--- src/rtl/devision_pkg.sv ---
`default_nettype none
// ============================================================================
// Module   : devision_pkg
// Brief    : State encoding and default width shared by the division
//            controller and its datapath.
// Revision : 1.0
// ============================================================================
package devision_pkg;

    localparam int DEFAULT_WIDTH = 5;

    typedef logic [2:0] state_t;

    localparam state_t IDLE   = 3'd0;
    localparam state_t LOAD_A = 3'd1;
    localparam state_t LOAD_B = 3'd2;
    localparam state_t CHECK  = 3'd3;
    localparam state_t SUB    = 3'd4;
    localparam state_t WB     = 3'd5;
    localparam state_t DONE   = 3'd6;
    localparam state_t ERR    = 3'd7;

endpackage
`default_nettype wire

--- src/rtl/devision_controller.sv ---
`default_nettype none
// ============================================================================
// Module   : devision_controller
// Brief    : Moore FSM sequencing the repeated-subtraction divider; flags
//            divide-by-zero and pulses done on completion.
// Revision : 1.0
// ============================================================================
module devision_controller
    import devision_pkg::*;
#(
    parameter int WIDTH = DEFAULT_WIDTH
) (
    input  logic             clk,
    input  logic             rst_n,
    input  logic             start,
    input  logic [WIDTH-1:0] data_in,
    input  logic             lt,
    input  logic             gt,
    input  logic             eq,
    output logic             lda,
    output logic             ldb,
    output logic             clrp,
    output logic             incp,
    output logic             selin,
    output logic             busy,
    output logic             done,
    output logic             dz
);

    state_t r_state;
    state_t w_next;
    logic   r_zero_q;
    logic   w_unused_flags;

    // Only lt steers the loop; gt/eq are carried for interface completeness.
    assign w_unused_flags = gt | eq;

    always_ff @(posedge clk or negedge rst_n) begin
        if (!rst_n) begin
            r_state  <= IDLE;
            r_zero_q <= 1'b0;
        end else begin
            r_state <= w_next;
            if (r_state == LOAD_A)
                r_zero_q <= (data_in == '0);
        end
    end

    always_comb begin
        w_next = r_state;
        case (r_state)
            IDLE:    w_next = start ? LOAD_A : IDLE;
            LOAD_A:  w_next = LOAD_B;
            LOAD_B:  w_next = r_zero_q ? ERR : CHECK;
            CHECK:   w_next = lt ? DONE : SUB;
            SUB:     w_next = WB;
            WB:      w_next = CHECK;
            DONE:    w_next = IDLE;
            ERR:     w_next = IDLE;
            default: w_next = IDLE;
        endcase
    end

    // selin stays high through SUB so the bus still holds A-B when WB loads A.
    always_comb begin
        lda   = 1'b0;
        ldb   = 1'b0;
        clrp  = 1'b0;
        incp  = 1'b0;
        selin = 1'b0;
        busy  = 1'b0;
        done  = 1'b0;
        dz    = 1'b0;
        case (r_state)
            LOAD_A: begin
                lda  = 1'b1;
                busy = 1'b1;
            end
            LOAD_B: begin
                ldb  = 1'b1;
                clrp = 1'b1;
                busy = 1'b1;
            end
            CHECK: begin
                selin = 1'b1;
                busy  = 1'b1;
            end
            SUB: begin
                incp  = 1'b1;
                selin = 1'b1;
                busy  = 1'b1;
            end
            WB: begin
                lda  = 1'b1;
                busy = 1'b1;
            end
            DONE: done = 1'b1;
            ERR: begin
                done = 1'b1;
                dz   = 1'b1;
            end
            default: ;
        endcase
    end

endmodule
`default_nettype wire

--- config.mk ---
export PLATFORM = sky130hd
export DESIGN_NAME = devision_controller
export DESIGN_NICKNAME = d
export VERILOG_FILES = /design/src/rtl/devision_pkg.sv /design/src/rtl/devision_controller.sv
export SDC_FILE = /design/constraint.sdc
export NUM_CORES = 1
export LEC_CHECK = 0
export BUFFER_PORTS_ARGS = -buffer_cell sky130_fd_sc_hd__buf_2
export CAP_MARGIN = 10
export CORE_AREA = 2 2 39 41
export DETAILED_ROUTE_END_ITERATION = 8
export DIE_AREA = 0 0 41 43
export RECOVER_POWER = 100
export REMOVE_ABC_BUFFERS = 1
export SLEW_MARGIN = 20
export SYNTH_ARGS = -nofsm -noshare
export SYNTH_HDL_FRONTEND = slang
export SYNTH_SLANG_ARGS = --single-unit
--- constraint.sdc ---
create_clock -name clk -period 1.55 [get_ports clk]
set_input_delay 0.465 -clock clk [delete_from_list [all_inputs] [get_ports clk]]
set_output_delay 0.465 -clock clk [all_outputs]
set_load 0.1 [all_outputs]
# Word level (Yosys, flattened, before mapping)
# Cells that the tools add are included.
dict set report word_totals {
  regBits 4
  input_bits 11
  out_inout_bits 8
  wordCells 26
}
dict set report classes {
  n_eq_ne 7
  mux 11
  n_reduce_logical 6
}
# operator count
set op_table {}
lappend op_table {{$pmux W3 S7} 1}
lappend op_table {{$eq A3 B3 Y1 const B} 4}
lappend op_table {{$mux W1} 8}
lappend op_table {{$eq A3 B2 Y1 const B} 2}
lappend op_table {{$reduce_or A2 Y1} 3}
lappend op_table {{$logic_not A5 Y1} 1}
lappend op_table {{$reduce_or A5 Y1} 1}
lappend op_table {{$eq A3 B1 Y1 const B} 1}
lappend op_table {{$logic_not A3 Y1} 1}
lappend op_table {{$mux W3} 1}
lappend op_table {{$mux W2} 1}

# Depth between registers and ports, before layout
dict set report logic_depth {
  ltp_word 3
  ltp_mapped 4
  depth_no_buf 3
}

# Least setup slack after synthesis
# Ideal clock, no wire load.
dict set report synth_path {
  path_type {register -> output}
  from {register r_state[1]}
  to {output port selin}
  t_arrival_ns 3.568
  t_required_ns 1.085
  setup_slack_ns -2.483
  stages_incl_launch_ff 3
  path_buffers 0
  cell_sequence {dfrtp_1 -> nor3_1 -> o21bai_1}
}
dict set report synth_via {
  elab_chain_len 3
  word_cells_on_any_way 4
  classes_between {eq/ne (2); mux (1); reduce/logical (1)}
}
# item line
set synth_lines {}
lappend synth_lines {{from (decl)} devision_controller.sv:30} ;# state_t r_state;
lappend synth_lines {{from (signal assigned)} devision_controller.sv:43} ;# r_state <= w_next;
lappend synth_lines {{$eq A3 B3 Y1 or $eq A3 B2 Y1 (tied branches)} devision_controller.sv:74} ;# case (r_state)
lappend synth_lines {{$reduce_or A2 Y1 (no source line) *} n/a}
lappend synth_lines {{$mux W1 *} devision_controller.sv:74}
lappend synth_lines {{to (decl)} devision_controller.sv:24} ;# output logic selin,
# Mark *: on every way between the ends. The rest lies on a longest branch, timed or not.

# Worst setup path in the final report
dict set report layout_path {
  from {register r_state[2]}
  to {output port busy}
}
dict set report layout_via {
  elab_chain_len 3
  word_cells_on_any_way 7
  classes_between {eq/ne (5); mux (1); reduce/logical (1)}
}
# item line
set layout_lines {}
lappend layout_lines {{$eq A3 B1 Y1, or another cell as far along} devision_controller.sv:74}
lappend layout_lines {{$reduce_or A5 Y1 (no source line) *} n/a}
lappend layout_lines {{$mux W1 *} devision_controller.sv:74}
lappend layout_lines {{to (decl)} devision_controller.sv:25} ;# output logic busy,
# Marks and branches as above.

==> flow_summary.toml <==
[worst_setup_path]
ff2ff_setup_slack_ns = -0.04
r2r_end = "r_zero_q"
crit_path_max_fanout = 2
critPathCaptureType = "output pin"
worst_r2r_startpoint = "r_state[2]"
r2r_cells = 5
startpoint = "r_state[2]"
critPathRequiredTime_ns = 1.08
critPathLaunchType = "register"
worst-setup-path-type = "register to output pin"
critPathArrivalTime_ns = 1.23

[yosys]
yosysTopAreaCellShare = 0.442
yosys_warnings = 0
synth.distinct_cells = 15
syn_area_per_cell_um2 = 8.71
synth-seq-cells = 4
yosysSeqAreaShare = 0.442
syn_inst = 26
syn_area_um2 = 226
ys.flop_type = "dfrtp_1"
yosys-top-cells-count = "dfrtp_1, a21oi_1, nor2_1, o21ai_1"
synth.area.top_cells = "dfrtp_1, o41ai_2, a21oi_1, o21ai_1, o21bai_1"
synthArstFlopShare = 1.00
yosysMostFrequentCell = "dfrtp_1"
yosys.area.top_type = "dfrtp_1"
synth-edff-count = 0

[place]
place_hpwl_um = 511
placed_area_um2 = 477
place_congestion = 0.670
port_buffers = 16

[detailed_routing]
wire_per_inst_um = 10.5
wirelength_um = 724
via_per_inst = 4.20
route.detailed.drc = 0
postRouteAntennaNets = 0
drt_pass1_iterations = 3
first_iter_violations = 1
num_vias = 290

[global_routing]
antenna_found_initial = 0
first_global_vias = 301
grt_pass1_wl_mm = 1.13
grt_usage = 0.101
overflow = 0
grt_max_degree = 8

[timing]
fin_ws_ns = -0.142
final-hold-violation-count = 0
period_share = 1.09
worstMarginPinSlew_ns = 0.232
layout_min_cycle_time_ns = 1.69
relSlewSlack = 0.843
setup_viol = 9
timing_max_transition_violations_final = 0
fmax_ghz = 0.591
rsz0062_at_grt = "yes"
whs_ns = 0.0513
skew_ns = 0.000839

[cts]
clockBufferDepth = 2
clk_latency_ns = 0.23
clk_pin_slew_ns = 0.04
root_buffer = "clkbuf_4"
h-tree-depth = 1
numCtsBuffers = 3
cts.sinks = 4
cts.hold.buffers_added = 0
cts_tree = "yes"

[floorplanning]
start_util = 0.164
die_area_um2 = 1760
rows = 14
fp.dieW_um = 41
die_y_um = 43
core-area_um2 = 1380
pin_count = 19

[final_layout]
nFillCells = 131
drive_gt1_frac = 0.774
syn_to_final_growth_pct = 163
nets = 66
final_area_um2 = 596
n_antenna_cell = 0

[outcome]
status = "finished, violations left"
violations = "negative setup slack"

[run]
maxCapViolCount = 0

[hold_path]
min_path_type = "input port to async pin"
-- worst max-delay path, cell delays in order (launching register included) --
cell     delay (ns)
dfrtp_1        0.39
buf_6          0.13
and2_4         0.14
a21oi_4        0.13
buf_12         0.19
-- worst max-delay path by stage --
stage	to	cells past startpoint
4_1_cts	ldb	5
3_3_place_gp	selin	3
5_1_grt	selin	4
6_report	busy	4
2_1_floorplan	selin	2
3_5_place_dp	selin	3
-- registers in the layout, indices dropped and copies added (netlist names) --
register,cells
r_zero_q,1
r_state,3
-- metrics by stage --
stage / util / instances / worst slack, ns / TNS, ns
2_1_floorplan: - / 25 / -2.48 / -11.08
3_3_place_gp: 0.344 / 62 / 0.0205 / 0
3_5_place_dp: 0.344 / 62 / -0.00485 / -0.00485
4_1_cts: 0.396 / 67 / -0.139 / -0.856
5_1_grt: 0.430 / 69 / -0.201 / -1.37
6_report: 0.430 / 69 / -0.142 / -0.875
-- routing by layer --
metal	vias up	wire, µm	GRT usage
met4	0	0	0.0800
met5	-	0	0
li1	146	-	-
met1	135	216	0.0906
met2	9	460	0.159
met3	0	47	0.0471
-- logic make-up (layout without fill, tap and decap cells) --
| kind of cell | after synthesis | in the layout | synth area share |
|---|---|---|---|
| compound gates | 9 | 9 | 0.271 |
| buf+inv | 4 | 31 | 0.0829 |
| flops | 4 | 4 | 0.442 |
| simple gates | 9 | 9 | 0.204 |
-- area by class of cell --
cell class,instances,area (µm²),share of cell area
clock buffer,3,22.5,0.0378
inverter,3,11.3,0.0189
multi-input combinational,18,158,0.265
sequential,4,103,0.172
tap,16,20.0,0.0336
timing repair buffer,25,282,0.473
-- cell usage in the layout (no fill, tap or decap), drive strengths merged, types with 2 or more instances in the layout --
cell and n:
a21oi 3, buf 24, clkbuf 4, dfrtp 4, inv 3, nor2 3
o21ai 3, o21bai 2
-- timing repair --
item / in CTS / in global routing
cloned: 0 / 0
pin swaps: 1 / 1
setup buffers: 2 / 2
gates resized for setup: 9 / 9
endpoints found under the setup margin: 8 / 8
Power is not shown: default switching activity piles up to over one toggle a cycle in this logic, so the estimate is an artifact.
